<file path="config.mk">
export PLATFORM = sky130hd
export DESIGN_NAME = fp_cvt_ctrl_flat
export DESIGN_NICKNAME = d
export VERILOG_FILES = /design/src/rtl/fp_cvt_ctrl_if.sv /design/src/rtl/fp_cvt_ctrl.sv /design/src/flat_wrapper.sv
export SDC_FILE = /design/constraint.sdc
export NUM_CORES = 1
export LEC_CHECK = 0
export ABC_AREA = 0
export BUFFER_PORTS_ARGS = -buffer_cell sky130_fd_sc_hd__buf_4
export CAP_MARGIN = 25
export CORE_UTILIZATION = 40
export CTS_CLUSTER_DIAMETER = 150
export DETAILED_ROUTE_END_ITERATION = 6
export SYNTH_ARGS = -nofsm -noshare
export SYNTH_HDL_FRONTEND = slang
export SYNTH_SLANG_ARGS = --single-unit
export TNS_END_PERCENT = 10
</file>
<file path="constraint.sdc">
create_clock -name in_clk -period 7.21 [get_ports in_clk]
set_input_delay 1.0815 -clock in_clk [delete_from_list [all_inputs] [get_ports in_clk]]
set_output_delay 1.0815 -clock in_clk [all_outputs]
set_load 0.05 [all_outputs]
</file>
<file path="src/rtl/fp_cvt_ctrl_if.sv">
// rtl/fp_cvt_ctrl_if.sv - request/response/flag bundle between FP issue, fp_cvt_ctrl and writeback
interface fp_cvt_ctrl_if #(
    parameter int DATA_WIDTH = 64,
    parameter int TAG_WIDTH  = 5
);
    logic                  in_flush;
    logic                  in_req_valid;
    logic                  out_req_ready;
    logic [DATA_WIDTH-1:0] in_req_data;
    logic                  in_req_sp_dp;
    logic [TAG_WIDTH-1:0]  in_req_tag;
    logic                  out_rsp_valid;
    logic                  in_rsp_ready;
    logic [DATA_WIDTH-1:0] out_rsp_data;
    logic [TAG_WIDTH-1:0]  out_rsp_tag;
    logic                  out_rsp_nx;
    logic                  out_fflags_nx;
    logic                  in_fflags_clr;
    logic                  out_busy;

    modport master (
        output in_flush, in_req_valid, in_req_data, in_req_sp_dp, in_req_tag,
               in_rsp_ready, in_fflags_clr,
        input  out_req_ready, out_rsp_valid, out_rsp_data, out_rsp_tag,
               out_rsp_nx, out_fflags_nx, out_busy
    );

    modport slave (
        input  in_flush, in_req_valid, in_req_data, in_req_sp_dp, in_req_tag,
               in_rsp_ready, in_fflags_clr,
        output out_req_ready, out_rsp_valid, out_rsp_data, out_rsp_tag,
               out_rsp_nx, out_fflags_nx, out_busy
    );
endinterface

</file>
<file path="src/rtl/fp_cvt_ctrl.sv">
// rtl/fp_cvt_ctrl.sv - FCVT.D.S / FCVT.S.D sequencing controller with embedded RNE converter
module fp_cvt_ctrl #(
    parameter int DATA_WIDTH = 64,
    parameter int TAG_WIDTH  = 5
) (
    input  logic          in_clk,
    input  logic          in_rst,
    fp_cvt_ctrl_if.slave  bus
);
    typedef enum logic [1:0] {IDLE, BUSY, DONE} state_t;

    state_t                state, state_nxt;
    logic [DATA_WIDTH-1:0] op_q;
    logic                  sp_dp_q;
    logic [TAG_WIDTH-1:0]  tag_q;
    logic [DATA_WIDTH-1:0] rsp_data_q;
    logic [TAG_WIDTH-1:0]  rsp_tag_q;
    logic                  rsp_nx_q;
    logic                  fflags_nx_q;
    logic                  req_ready, accept, rsp_hs;
    logic [DATA_WIDTH-1:0] op_qual;

    // SP operands that are not properly NaN-boxed read as the canonical SP NaN
    assign op_qual = (!bus.in_req_sp_dp && bus.in_req_data[63:32] != 32'hFFFFFFFF)
                   ? 64'hFFFFFFFF_7FC00000 : bus.in_req_data;

    always_comb begin
        state_nxt = state;
        req_ready = 1'b0;
        case (state)
            IDLE:    req_ready = 1'b1;
            DONE:    req_ready = bus.in_rsp_ready;
            default: req_ready = 1'b0;
        endcase
        if (bus.in_flush || in_rst) req_ready = 1'b0;
        accept = bus.in_req_valid & req_ready;
        rsp_hs = (state == DONE) & bus.in_rsp_ready & ~bus.in_flush;
        case (state)
            IDLE:    if (accept) state_nxt = BUSY;
            BUSY:    state_nxt = DONE;
            DONE:    if (bus.in_rsp_ready) state_nxt = accept ? BUSY : IDLE;
            default: state_nxt = IDLE;
        endcase
        if (bus.in_flush) state_nxt = IDLE;
    end

    logic        s_sgn, d_sgn;
    logic [7:0]  s_exp;
    logic [22:0] s_man, s_norm, keep;
    logic [4:0]  s_lz;
    logic [10:0] d_exp, sh;
    logic [51:0] d_man;
    logic [78:0] wide;
    logic [30:0] mag;
    logic        guard, sticky, round_up;
    logic [63:0] cvt_data;
    logic        cvt_nx;

    always_comb begin
        cvt_data = '0;
        cvt_nx   = 1'b0;
        s_lz     = '0;
        s_norm   = '0;
        sh       = '0;
        wide     = '0;
        keep     = '0;
        mag      = '0;
        guard    = 1'b0;
        sticky   = 1'b0;
        round_up = 1'b0;
        s_sgn    = op_q[31];
        s_exp    = op_q[30:23];
        s_man    = op_q[22:0];
        d_sgn    = op_q[63];
        d_exp    = op_q[62:52];
        d_man    = op_q[51:0];
        if (!sp_dp_q) begin
            // SP->DP is always exact; SP subnormals become DP normals
            if (s_exp == 8'hFF) begin
                cvt_data = (s_man != '0) ? 64'h7FF8000000000000 : {s_sgn, 11'h7FF, 52'd0};
            end else if (s_exp == 8'd0) begin
                if (s_man == '0) begin
                    cvt_data = {s_sgn, 63'd0};
                end else begin
                    for (int i = 0; i < 23; i++) if (s_man[i]) s_lz = 5'(22 - i);
                    s_norm   = s_man << (s_lz + 5'd1);
                    cvt_data = {s_sgn, 11'd896 - {6'd0, s_lz}, s_norm, 29'd0};
                end
            end else begin
                cvt_data = {s_sgn, {3'd0, s_exp} + 11'd896, s_man, 29'd0};
            end
        end else begin
            if (d_exp == 11'h7FF) begin
                cvt_data = {32'hFFFFFFFF, (d_man != '0) ? 32'h7FC00000 : {d_sgn, 8'hFF, 23'd0}};
            end else if (d_exp >= 11'd1151) begin
                cvt_data = {32'hFFFFFFFF, d_sgn, 8'hFF, 23'd0};
                cvt_nx   = 1'b1;
            end else begin
                if (d_exp >= 11'd897) begin
                    keep   = d_man[51:29];
                    guard  = d_man[28];
                    sticky = |d_man[27:0];
                    mag    = {d_exp[7:0] - 8'd128, keep};
                end else begin
                    // SP subnormal/zero: denormalise, clamping once everything is sticky
                    sh     = (d_exp < 11'd870) ? 11'd26 : 11'd896 - d_exp;
                    wide   = {(d_exp != 11'd0), d_man, 26'd0} >> sh;
                    keep   = wide[78:56];
                    guard  = wide[55];
                    sticky = |wide[54:0];
                    mag    = {8'd0, keep};
                end
                // round-up carry ripples into the exponent, producing inf on overflow
                round_up = guard & (sticky | keep[0]);
                cvt_data = {32'hFFFFFFFF, d_sgn, mag + {30'd0, round_up}};
                cvt_nx   = guard | sticky;
            end
        end
    end

    always_ff @(posedge in_clk) begin
        if (in_rst) begin
            state       <= IDLE;
            op_q        <= '0;
            sp_dp_q     <= 1'b0;
            tag_q       <= '0;
            rsp_data_q  <= '0;
            rsp_tag_q   <= '0;
            rsp_nx_q    <= 1'b0;
            fflags_nx_q <= 1'b0;
        end else begin
            state <= state_nxt;
            if (accept) begin
                op_q    <= op_qual;
                sp_dp_q <= bus.in_req_sp_dp;
                tag_q   <= bus.in_req_tag;
            end
            if (state == BUSY && !bus.in_flush) begin
                rsp_data_q <= cvt_data;
                rsp_tag_q  <= tag_q;
                rsp_nx_q   <= cvt_nx & sp_dp_q;
            end
            if (rsp_hs && rsp_nx_q) fflags_nx_q <= 1'b1;
            else if (bus.in_fflags_clr) fflags_nx_q <= 1'b0;
        end
    end

    assign bus.out_req_ready = req_ready;
    assign bus.out_rsp_valid = (state == DONE);
    assign bus.out_rsp_data  = rsp_data_q;
    assign bus.out_rsp_tag   = rsp_tag_q;
    assign bus.out_rsp_nx    = rsp_nx_q;
    assign bus.out_fflags_nx = fflags_nx_q;
    assign bus.out_busy      = (state != IDLE);
endmodule

</file>
<file path="src/flat_wrapper.sv">
// flat-port wrapper written by rule: the top's interface ports become plain ports
module fp_cvt_ctrl_flat 
#(
    parameter int DATA_WIDTH = 64,
    parameter int TAG_WIDTH  = 5
)
  (in_clk, in_rst, bus_in_flush, bus_in_req_valid, bus_in_req_data, bus_in_req_sp_dp, bus_in_req_tag, bus_in_rsp_ready, bus_in_fflags_clr, bus_out_req_ready, bus_out_rsp_valid, bus_out_rsp_data, bus_out_rsp_tag, bus_out_rsp_nx, bus_out_fflags_nx, bus_out_busy);
  fp_cvt_ctrl_if #(.DATA_WIDTH(DATA_WIDTH), .TAG_WIDTH(TAG_WIDTH)) bus_i ();
  input  logic in_clk;
  input  logic in_rst;
  input wire logic [$bits(bus_i.in_flush)-1:0] bus_in_flush;
  input wire logic [$bits(bus_i.in_req_valid)-1:0] bus_in_req_valid;
  input wire logic [$bits(bus_i.in_req_data)-1:0] bus_in_req_data;
  input wire logic [$bits(bus_i.in_req_sp_dp)-1:0] bus_in_req_sp_dp;
  input wire logic [$bits(bus_i.in_req_tag)-1:0] bus_in_req_tag;
  input wire logic [$bits(bus_i.in_rsp_ready)-1:0] bus_in_rsp_ready;
  input wire logic [$bits(bus_i.in_fflags_clr)-1:0] bus_in_fflags_clr;
  output wire logic [$bits(bus_i.out_req_ready)-1:0] bus_out_req_ready;
  output wire logic [$bits(bus_i.out_rsp_valid)-1:0] bus_out_rsp_valid;
  output wire logic [$bits(bus_i.out_rsp_data)-1:0] bus_out_rsp_data;
  output wire logic [$bits(bus_i.out_rsp_tag)-1:0] bus_out_rsp_tag;
  output wire logic [$bits(bus_i.out_rsp_nx)-1:0] bus_out_rsp_nx;
  output wire logic [$bits(bus_i.out_fflags_nx)-1:0] bus_out_fflags_nx;
  output wire logic [$bits(bus_i.out_busy)-1:0] bus_out_busy;
  assign bus_i.in_flush = bus_in_flush;
  assign bus_i.in_req_valid = bus_in_req_valid;
  assign bus_i.in_req_data = bus_in_req_data;
  assign bus_i.in_req_sp_dp = bus_in_req_sp_dp;
  assign bus_i.in_req_tag = bus_in_req_tag;
  assign bus_i.in_rsp_ready = bus_in_rsp_ready;
  assign bus_i.in_fflags_clr = bus_in_fflags_clr;
  assign bus_out_req_ready = bus_i.out_req_ready;
  assign bus_out_rsp_valid = bus_i.out_rsp_valid;
  assign bus_out_rsp_data = bus_i.out_rsp_data;
  assign bus_out_rsp_tag = bus_i.out_rsp_tag;
  assign bus_out_rsp_nx = bus_i.out_rsp_nx;
  assign bus_out_fflags_nx = bus_i.out_fflags_nx;
  assign bus_out_busy = bus_i.out_busy;
  fp_cvt_ctrl #(.DATA_WIDTH(DATA_WIDTH), .TAG_WIDTH(TAG_WIDTH)) u_core (.in_clk(in_clk), .in_rst(in_rst), .bus(bus_i));
endmodule
</file>
# Word-level counts from Yosys, hierarchy flattened
# Cells that the tools add are included.
dict set report totals {
  reg_bits 143
  in_bits 76
  output_inout_bits 74
  elab_cells 116
}
dict set report op_classes {
  bitwise 8
  muxes 64
  magnitude_cmp 3
  n_shift 2
  n_reduce_logical 18
  n_eq_ne 7
  n_addsub 6
}
# cell n
set ops {}
lappend ops {{$mux 64} 4}
lappend ops {{$mux 31} 5}
lappend ops {{$mux 5} 27}
lappend ops {{$mux 63} 2}
lappend ops {{$shr 79x11->79} 1}
lappend ops {{$mux 32} 2}
lappend ops {{$reduce_or 55->1} 1}
lappend ops {{$reduce_bool 52->1} 1}
lappend ops {{$ne 32x32->1 const B} 1}
lappend ops {{$add 31x1->31} 1}
lappend ops {{$reduce_or 28->1} 1}
lappend ops {{$logic_not 23->1} 1}
lappend ops {{$reduce_bool 23->1} 1}
lappend ops {{$shl 23x5->23} 1}
lappend ops {{$mux 1} 19}
lappend ops {{$add 8x10->11 const B} 1}
lappend ops {{$eq 11x11->1 const B} 1}
lappend ops {{$ge 11x10->1 const B} 1}
lappend ops {{$ge 11x11->1 const B} 1}
lappend ops {{$lt 11x10->1 const B} 1}
lappend ops {{$mux 11} 1}
lappend ops {{$reduce_bool 11->1} 1}
lappend ops {{$sub 10x11->11 const A} 1}
lappend ops {{$sub 10x5->11 const A} 1}
lappend ops {{other kinds (21)} 31}

# Logic depth before layout (Yosys ltp)
# Gate-level depths: netlist of the first run.
dict set report logic_depth {
  depth_word 33
  mapped_depth 23
  depth_no_buf 16
}

# Worst setup path after synthesis of the first run
# OpenSTA, ideal clock, no wires.
dict set report synth_path {
  path_kind {input to register}
  start {input in_rst}
  end {register u_core.op_q[34]}
  t_required_ns 7.132
  setup_time_ns 0.078
  n_path_buf 3
  setup_slack_ns 1.938
  arrival_time_ns 5.194
  cell_stages 8
  path_cell_list {clkbuf_1 a2111oi_0 nand2_1 inv_1 clkbuf_1 clkbuf_1 nor2_1 nor3_1}
}
dict set report synth_between {
  elab_chain_len 3
}
# element line_no
set synth_rtl {}
lappend synth_rtl {{start, declared} flat_wrapper.sv:10} ;# input logic in_rst;
lappend synth_rtl {{$logic_or 1x1->1} fp_cvt_ctrl.sv:35} ;# if (bus.in_flush || in_rst) req_ready = 1'b0;
lappend synth_rtl {{$mux 1} fp_cvt_ctrl.sv:35}
lappend synth_rtl {{net bus_out_req_ready} flat_wrapper.sv:18} ;# output wire logic [$bits(bus_i.out_req_ready)-1:0] bus_out_req_ready;
lappend synth_rtl {{$and 1x1->1} fp_cvt_ctrl.sv:36} ;# accept = bus.in_req_valid & req_ready;
lappend synth_rtl {{end signal, assigned} fp_cvt_ctrl.sv:134} ;# op_q <= op_qual;
lappend synth_rtl {{end, declared} fp_cvt_ctrl.sv:13} ;# logic [DATA_WIDTH-1:0] op_q;
# The timed path passes the listed nets, and every way through them passes these cells.
# A chain may end at the register's enable or synchronous reset.

# Worst setup path in the final report of the first run
dict set report layout_path {
  start {register u_core.op_q[57]}
  end {register u_core.rsp_data_q[30], in the netlist u_core.bus.out_rsp_data[30]}
}
dict set report layout_between {
  elab_chain_len 14
  elab_cells_between_ends 32
}
# element line_no
set layout_rtl {}
lappend layout_rtl {{$sub 10x11->11 / $lt 11x10->1 (equally long branches)} fp_cvt_ctrl.sv:106} ;# sh = (d_exp < 11'd870) ? 11'd26 : 11'd896 - d_exp;
lappend layout_rtl {{$mux 11} fp_cvt_ctrl.sv:106}
lappend layout_rtl {{$shr 79x11->79} fp_cvt_ctrl.sv:107} ;# wide = {(d_exp != 11'd0), d_man, 26'd0} >> sh;
lappend layout_rtl {{$reduce_or 55->1} fp_cvt_ctrl.sv:110} ;# sticky = |wide[54:0];
lappend layout_rtl {{$mux 1} fp_cvt_ctrl.sv:99} ;# if (d_exp >= 11'd897) begin
lappend layout_rtl {{$mux 1} fp_cvt_ctrl.sv:95} ;# end else if (d_exp >= 11'd1151) begin
lappend layout_rtl {{$mux 1} fp_cvt_ctrl.sv:93} ;# if (d_exp == 11'h7FF) begin
lappend layout_rtl {{$mux 1} fp_cvt_ctrl.sv:77} ;# if (!sp_dp_q) begin
lappend layout_rtl {{$or 1x1->1} fp_cvt_ctrl.sv:114} ;# round_up = guard & (sticky | keep[0]);
lappend layout_rtl {{$and 1x1->1} fp_cvt_ctrl.sv:114}
lappend layout_rtl {{$add 31x1->31} fp_cvt_ctrl.sv:115} ;# cvt_data = {32'hFFFFFFFF, d_sgn, mag + {30'd0, round_up}};
lappend layout_rtl {{$mux 31} fp_cvt_ctrl.sv:95}
lappend layout_rtl {{$mux 32 (*)} fp_cvt_ctrl.sv:93}
lappend layout_rtl {{$mux 64 (*)} fp_cvt_ctrl.sv:77}
lappend layout_rtl {{end signal, assigned} fp_cvt_ctrl.sv:139} ;# rsp_data_q <= cvt_data;
lappend layout_rtl {{end, declared} fp_cvt_ctrl.sv:16} ;# logic [DATA_WIDTH-1:0] rsp_data_q;
# Every way passes the cells marked *; elsewhere a longest branch is shown, timed or not. The select of a mux whose other input is x is not followed.

==> results.cfg, run 1 <==
[finish]
area_growth_pct = 14.93
nets = 1948
stdcell_area_mm2 = 0.01465
antenna_cells = 0
drive_gt1_share_pct = 16.55

[status]
status = finished clean

[route]
num_vias = 15590
drc = 0
drtIter0Drc = 2150
drtPass1Iterations = 6
avgRoutedWirePerCell_um = 27.72
finalWirelength_um = 63070
routed_via_density = 6.855
ant_nets = 0

[sta]
slew_headroom_pct = 23.63
fin_setup_tns_ps = 0
fmax_mhz = 175.3
worstMarginPinSlew_ps = 1141
fin_crit_sh_pct = 79.13
finClkSkew_ps = 13.02
period_needed_ps = 5706
hold_viol = 0
rsz0062_at_grt = no
setup_viol = 0
slew_violations = 0

[pwr]
power_per_cell_area_mw_per_mm2 = 179.2
irDropWorstVdd_mv = 0.1788
power_leakage_nw = 5.118

[synth]
synth_nets = 1912
yosysTopAreaCell = dfxtp_1
synth_area_mm2 = 0.01274
synthCells = 1830
synth_edf_count = 0
yosysWarnings = 0
ys.flop_type = dfxtp_1
synth-seq-cells = 142
synth_top_area_share_pct = 22.31
post_synth_num_cell_types = 92
synthTopCellsByArea = dfxtp_1 22%, nor2_1 7.6%, nand2_1 5.4%
synth.yosys.seq_area_share_pct = 22.31
synthMostInstantiatedCell = nor2_1
avgSynthCellArea_um2 = 6.964
synthArstFlopShare_pct = 0
synth_common_cells = 258 x nor2_1, 185 x nand2_1, 142 x dfxtp_1

[clocking]
htreeDepth = 4
cts_root_buf = clkbuf_16
hold_buffers = 0
postCtsSetupBuffers = 0
clock_latency_ps = 460
cts_resized = 0
cts_buffers = 17
cts_tree = yes
clk_path_buf_depth = 2
cts_sinks = 142
clkSlewWorstSetupHoldPaths_ps = 70

[setup_path]
worstSetupEndpointType = flip-flop
worst-path-max-fanout = 43
crit_path_cell_trace = nand4_1, o21ai_4, buf_4, nand2_1, nor4_1, nand2_1, a21oi_1, a211oi_1, nor2_1, ha_1, nand2_1, or4b_1, nor4_4, mux2_1, o21bai_1
regToRegStartpoint = u_core.op_q[57]$_SDFFE_PP0P_
cp_common_cell = nand2_1
slowest_delay_ps = 690
cp.arrival_ps = 6030
r2r-end = u_core.bus.out_rsp_data[30]$_SDFFE_PP0P_
cp.required_ps = 7530
rrSetupSlack_ps = 1500
crit_type = flip-flop to flip-flop
path_buf_inv = 1
slowest_stage = nor4_1
critical-path-top-delay-family = simple AND/OR/NAND/NOR gates
start_kind = flip-flop
r2r_cells = 15

[global_route]
grt_pass1_wl_um = 94010
antenna_found_initial = 0
overflow = 0
grt_max_degree = 70
grt_use_met1_pct = 54.32
grt_usage_pct = 38.16
grt_busiest_layer = met2
grt_use_met3_pct = 8.286
grt_pass1_vias = 14310
use_met2_pct = 55.27

[hold_path]
whs_endpoint = u_core.bus.out_rsp_data[21]$_SDFFE_PP0P_
min_path_type = flip-flop to flip-flop
min-delay-start = u_core.bus.out_rsp_data[21]$_SDFFE_PP0P_
hold_depth = 2

[floorplan]
initial_utilization_pct = 41.13
io_pins = 150
rows = 64
core_mm2 = 0.03099
die_h_um = 180.5
die_width_um = 180.5
die-area_mm2 = 0.03258

[place]
port_buffers = 149
dpl-instance-area_mm2 = 0.01400
gp_congestion = 1.009
dp_hpwl_um = 45400

[run]
cap_violations = 0
-- through the flow --
stage	instances	setup WS (ps)	hold slack [ps]	utilization (%)	power (W)
2_1_floorplan	1830	1938	432.2	-	0.001356
3_3_place_gp	2239	1647	435.7	45.16	0.001632
3_5_place_dp	2240	1624	445.1	45.18	0.001628
4_1_cts	2272	1604	455.9	47.21	0.002603
5_1_grt	2275	1146	462.1	47.27	0.002714
6_report	2275	1504	455.0	47.27	0.002625
-- registers in the layout (all words and copies together), names as in the netlist --
signal	count
u_core.bus.out_rsp_data	63
u_core.state	2
u_core.op_q	64
u_core.bus.out_fflags_nx	1
u_core.bus.out_rsp_tag	5
u_core.sp_dp_q	1
u_core.bus.out_rsp_nx	1
u_core.tag_q	5
-- kinds of logic after synthesis --
logic type | Yosys count | share of synthesized area [%]
muxes | 73 | 7.147
AOI/OAI and AO/OA | 594 | 32.21
and+or+nand+nor | 774 | 28.95
buffers and inverters | 218 | 7.216
adders and majority gates | 6 | 0.5890
xor gates and xnor gates | 23 | 1.581
DFF | 142 | 22.31
-- power breakdown --
group	total (W)	switching (W)	internal [W]	leakage (nW)
Clock	0.000981	0.000410	0.000570	0.306
Combinational	0.000775	0.000521	0.000254	3.66
Sequential	0.000869	0.0000628	0.000806	1.15
Total	0.00262	0.000994	0.00163	5.12
-- worst reg2reg max path: cells and delay by family (launching register included) --
family	cells	cell delay, ps
simple gates	8	3170
compound gates	4	820
flops	1	600
buf+inv	1	480
mux	1	340
fa+ha+maj	1	170
-- layout by cell type, fill, tap and decap left out, types with 19 or more instances in the layout --
cell type,n
nand3_1,53
nand2_1,185
a31oi_1,30
buf_4,203
a211oi_1,47
a21oi_1,115
nand4_1,38
o21ai_0,102
a22oi_1,41
nor3_1,96
mux2i_1,46
o2111ai_1,19
nor4_1,22
nor2_1,254
dfxtp_1,141
and3_1,22
inv_1,27
o31ai_1,22
o211ai_1,34
-- cell type report --
| type | instances | area (um^2) |
|---|---|---|
| clock buffers | 19 | 452.9 |
| clock inverters | 13 | 176.4 |
| fillers | 3221 | 16340 |
| inverters | 29 | 108.9 |
| multi-input cells | 1470 | 9029 |
| flip-flops and latches | 142 | 2844 |
| well taps | 396 | 495.5 |
| repair buffers | 206 | 1541 |
-- routing by layer --
metal  wire, um  part of all wire, %
met1      27710                   44
met2      26240                   42
met3       6856                   11
met4       2269                  3.6
met5          0                    0
-- worst max-delay path by stage --
stage                            startpoint                                  endpoint  slack [ps]  depth (start not counted)
2_1_floorplan                        in_rst              u_core.op_q[34]$_SDFFE_PP0P_        1940                          8
3_3_place_gp   u_core.op_q[57]$_SDFFE_PP0P_  u_core.bus.out_rsp_data[30]$_SDFFE_PP0P_        1650                         15
3_5_place_dp   u_core.op_q[57]$_SDFFE_PP0P_  u_core.bus.out_rsp_data[30]$_SDFFE_PP0P_        1620                         15
4_1_cts        u_core.op_q[57]$_SDFFE_PP0P_  u_core.bus.out_rsp_data[30]$_SDFFE_PP0P_        1600                         15
5_1_grt        u_core.op_q[57]$_SDFFE_PP0P_  u_core.bus.out_rsp_data[30]$_SDFFE_PP0P_        1150                         15
6_report       u_core.op_q[57]$_SDFFE_PP0P_  u_core.bus.out_rsp_data[30]$_SDFFE_PP0P_        1500                         15
(Power assumes the default switching activity.)
==> run 2, diff against run 1 <==
- clock period: 7.21 -> 5.9 ns (I/O delays scaled with it)
==> results.cfg, run 2 (synthesis gave the netlist of run 1 again) <==
[hold_path]
min_path_type = flip-flop to flip-flop
hold_depth = 2

[floorplan]
rows = 64
core_mm2 = 0.03099
die_width_um = 180.5
io_pins = 150
die-area_mm2 = 0.03258
die_h_um = 180.5
initial_utilization_pct = 41.13

[place]
port_buffers = 149
dpl_worst_slack_ps = 821.5
gp_congestion = 1.024
dpl-instance-area_mm2 = 0.01419
dp_hpwl_um = 44710

[setup_path]
start_kind = flip-flop
cp.arrival_ps = 5500
cp.required_ps = 6210
worst-path-max-fanout = 22
rrSetupSlack_ps = 710
crit_type = flip-flop to flip-flop
worstSetupEndpointType = flip-flop
r2r_cells = 16

[finish]
largest_register_ffs = 64
multi_input_area_mm2 = 0.009022
stdcell_area_mm2 = 0.01483
final_cell_mix = 254 x nor2_1, 230 x buf_4, 185 x nand2_1, 141 x dfxtp_1, 115 x a21oi_1
seqCellArea_mm2 = 0.002844
largest_register = u_core.op_q
area_growth_pct = 16.37
antenna_cells = 0
n_fill_cell = 3238
nets = 1973
drive_gt1_share_pct = 17.59
final_common_cell = nor2_1

[sta]
worstMarginPinSlew_ps = 986.3
finClkSkew_ps = 28.45
slew_violations = 0
period_needed_ps = 5188
fin_crit_sh_pct = 87.93
hold_viol = 0
slew_headroom_pct = 32.55
fmax_mhz = 192.8
fin_ws_ps = 712.1
setup_viol = 0
holdWs_ps = 450.9
fin_setup_tns_ps = 0
rsz0062_at_grt = no

[status]
status = complete, but fails checks
violations = DRC

[route]
drc = 9
num_vias = 15790
ant_nets = 0
finalWirelength_um = 61940
avgRoutedWirePerCell_um = 26.93
drtIter0Drc = 2172
drtPass1Iterations = 7
routed_via_density = 6.865

[clocking]
postCtsSetupBuffers = 0
cts_sinks = 142
cts_resized = 0
htreeDepth = 4
hold_buffers = 0
clk_path_buf_depth = 2
cts_tree = yes
clock_latency_ps = 470
clkSlewWorstSetupHoldPaths_ps = 70
cts_buffers = 17
cts_root_buf = clkbuf_16

[global_route]
grt_pass1_wl_um = 92670
grt_pass1_vias = 14460
antenna_found_initial = 0
grt_usage_pct = 37.26
overflow = 0
grt_max_degree = 72

[run]
cap_violations = 0

[pwr]
irDropWorstVdd_mv = 0.2037
power_per_cell_area_mw_per_mm2 = 216.0
power_leakage_nw = 5.228
==> run 2: cell types whose count changed in the layout (fill, tap and decap cells not counted) <==
cell	change
nor2_4	-1
nor2_2	+1
a2111oi_1	-1
clkinvlp_4	+2
buf_8	+1
clkinv_2	+1
buf_2	-2
buf_4	+27
clkbuf_4	-1
inv_6	-4
a2111oi_0	+1
clkbuf_1	+1
==> run 2: power breakdown <==
group	switching [W]	total [W]	internal, W	leakage, nW
Clock	0.000495	0.00119	0.000691	0.293
Sequential	0.0000736	0.00106	0.000985	1.15
Combinational	0.000635	0.000959	0.000324	3.78
==> run 2: layout make-up <==
type                    instances  area share [%]
clock buffers                  20           3.079
clock inverters                12           1.088
inverters                      29          0.7340
multi-input cells            1470           60.84
flip-flops and latches        142           19.18
well taps                     396           3.341
repair buffers                231           11.74
==> run 2: worst paths after layout <==
check,from,to
worst max register to register,u_core.op_q[53]$_SDFFE_PP0P_,u_core.bus.out_rsp_data[30]$_SDFFE_PP0P_
worst min-delay path,u_core.tag_q[2]$_SDFFE_PP0P_,u_core.bus.out_rsp_tag[2]$_SDFFE_PP0P_
worst max-delay path,u_core.op_q[53]$_SDFFE_PP0P_,u_core.bus.out_rsp_data[30]$_SDFFE_PP0P_
worst min register to register,u_core.tag_q[2]$_SDFFE_PP0P_,u_core.bus.out_rsp_tag[2]$_SDFFE_PP0P_
==> run 2: layer usage <==
layer  global-route usage, %  part of all wire, %
met2                   54.59                   41
met1                   52.59                   43
met3                   8.650                   12
met4                   13.98                  3.6
met5                       0                    0
==> run 2: metrics by stage <==
| stage | util [%] | power (W) | std cells |
|---|---|---|---|
| after floorplan | - | 0.001657 | 1830 |
| after global placement | 45.79 | 0.001998 | 2266 |
| after detailed placement | 45.79 | 0.001995 | 2266 |
| after CTS | 47.78 | 0.003171 | 2298 |
| after global routing | 47.86 | 0.003302 | 2300 |
| final | 47.86 | 0.003203 | 2300 |
==> run 2: critical path: stages, from the launching register on <==
cell	delay (ps)
dfxtp_1	590
inv_1	170
ha_2	770
or2_2	480
nor2_1	130
a221oi_1	360
buf_4	200
a211oi_1	110
o2bb2ai_1	190
a211oi_1	90
nor2_1	140
ha_1	220
nand2_1	170
or4b_1	600
nor4_4	300
mux2_1	360
o21bai_1	150
==> run 3, diff against run 2 <==
- RECOVER_POWER: default -> 25
==> results.cfg, run 3 (synthesis gave the netlist of run 1 again) <==
[finish]
nets = 1973
antenna_cells = 0
stdcell_count = 2300
area_growth_pct = 14.86
final_common_cell = nor2_1
final_core_utilization_pct = 47.24
drive_gt1_share_pct = 14.92
final_cell_mix = 254 x nor2_1, 185 x nand2_1, 179 x buf_4, 141 x dfxtp_1, 115 x a21oi_1
n_fill_cell = 3290
largest_register = u_core.op_q
largest_register_ffs = 64

[sta]
slew_headroom_pct = -79.33
finClkSkew_ps = 28.90
setup_viol = 0
fin_crit_sh_pct = 88.51
fin_setup_tns_ps = 0
worstMarginPinSlew_ps = 2690
rsz0062_at_grt = no
fmax_mhz = 191.5
hold_viol = 0
period_needed_ps = 5222
slew_violations = 57
holdWs_ps = 451.3

[setup_path]
crit_type = flip-flop to flip-flop
slowest_delay_ps = 780
worst-path-max-fanout = 22
cp.arrival_ps = 5540
cp.required_ps = 6210
critPathLaunch = u_core.op_q[53]$_SDFFE_PP0P_
worstSetupEndpointType = flip-flop
rrSetupSlack_ps = 680
crit_path_cell_trace = inv_1, ha_2, or2_2, nor2_1, a221oi_1, buf_4, a211oi_1, o2bb2ai_1, a211oi_1, nor2_1, ha_1, nand2_1, or4b_1, nor4_4, mux2_1, o21bai_1
regToRegStartpoint = u_core.op_q[53]$_SDFFE_PP0P_
start_kind = flip-flop
slowest_stage = ha_2

[floorplan]
die_h_um = 180.5
io_pins = 150
core_mm2 = 0.03099
die-area_mm2 = 0.03258
rows = 64
initial_utilization_pct = 41.13
die_width_um = 180.5

[place]
port_buffers = 149
gp_congestion = 1.024
dp_hpwl_um = 44710
dp.cells = 2266

[clocking]
cts_tree = yes
clock_latency_ps = 470
htreeDepth = 4
cts_root_buf = clkbuf_16
cts_sinks = 142
clk_path_buf_depth = 2
cts_resized = 0
cts_buffers = 17
postCtsSetupBuffers = 0
hold_buffers = 0
clkSlewWorstSetupHoldPaths_ps = 70

[route]
drtIter0Drc = 2231
avgRoutedWirePerCell_um = 26.95
drtPass1Iterations = 7
drc = 0
finalWirelength_um = 61980
num_vias = 15770
routed_via_density = 6.856
ant_nets = 0

[pwr]
internal_power_w = 0.001995
power_frac_comb_pct = 29.8
total_power_w = 0.003199
p_switching_w = 0.001204
power.share.switching_pct = 37.63
power_leakage_nw = 5.012
pwr-share-clk_pct = 37.1
power_per_cell_area_mw_per_mm2 = 218.5
sequentialPowerShare_pct = 33.1
irDropWorstVdd_mv = 0.2055

[hold_path]
min-delay-start = u_core.tag_q[2]$_SDFFE_PP0P_
min_path_type = flip-flop to flip-flop

[global_route]
grt_pass1_vias = 14460
grt_pass1_wl_um = 92670
grt_usage_pct = 37.26
antenna_found_initial = 0
overflow = 0
grt_max_degree = 72

[status]
status = complete, but fails checks
violations = capacitance limit, slew limit

[run]
cap_violations = 1
## run 3: worst max-delay path: cells and delay by family, from the launching register on
kind / cells / cell delay [ps]
and+or+nand+nor: 6 / 1820
adders and majority gates: 2 / 1010
AOI/OAI and AO/OA: 5 / 900
DFF: 1 / 600
buffers and inverters: 2 / 370
muxes: 1 / 370
## run 3: path summary, 6_finish.rpt
path / end / cells past startpoint
worst min-delay path: u_core.bus.out_rsp_tag[2]$_SDFFE_PP0P_ / 2
worst min register to register: u_core.bus.out_rsp_tag[2]$_SDFFE_PP0P_ / 2
worst max register to register: u_core.bus.out_rsp_data[30]$_SDFFE_PP0P_ / 16
worst max-delay path: u_core.bus.out_rsp_data[30]$_SDFFE_PP0P_ / 16
## run 3: power by group through the flow
stage	Combinational, W	Sequential (W)	Clock (W)
after global placement	0.000925	0.00107	0
after detailed placement	0.000921	0.00107	0
after global routing	0.00101	0.00106	0.00123
after floorplan	0.000613	0.00104	0
after CTS	0.000925	0.00105	0.00119
final	0.000952	0.00106	0.00119
## run 3: metal layers
metal | up-vias | wire length [um] | track usage (%)
li1 | 7023 | - | -
met1 | 7490 | 26930 | 52.59
met2 | 1084 | 25770 | 54.59
met3 | 171 | 7084 | 8.650
met4 | 0 | 2193 | 13.98
met5 | - | 0 | 0
## run 3: final cells by class
class,instances,area [um^2],area share [%]
inverters,29,108.9,0.7436
clock buffers,20,456.7,3.120
well taps,396,495.5,3.385
repair buffers,231,1550,10.59
multi-input cells,1470,9022,61.63
clock inverters,12,161.4,1.103
flip-flops and latches,142,2844,19.43
## run 3: through the flow
step	worst slack, ps	area [um^2]
global placement	847.1	14190
detailed placement	821.5	14190
CTS	822.1	14810
floorplan	824.6	12740
finish	678.2	14640
global route	486.7	14640
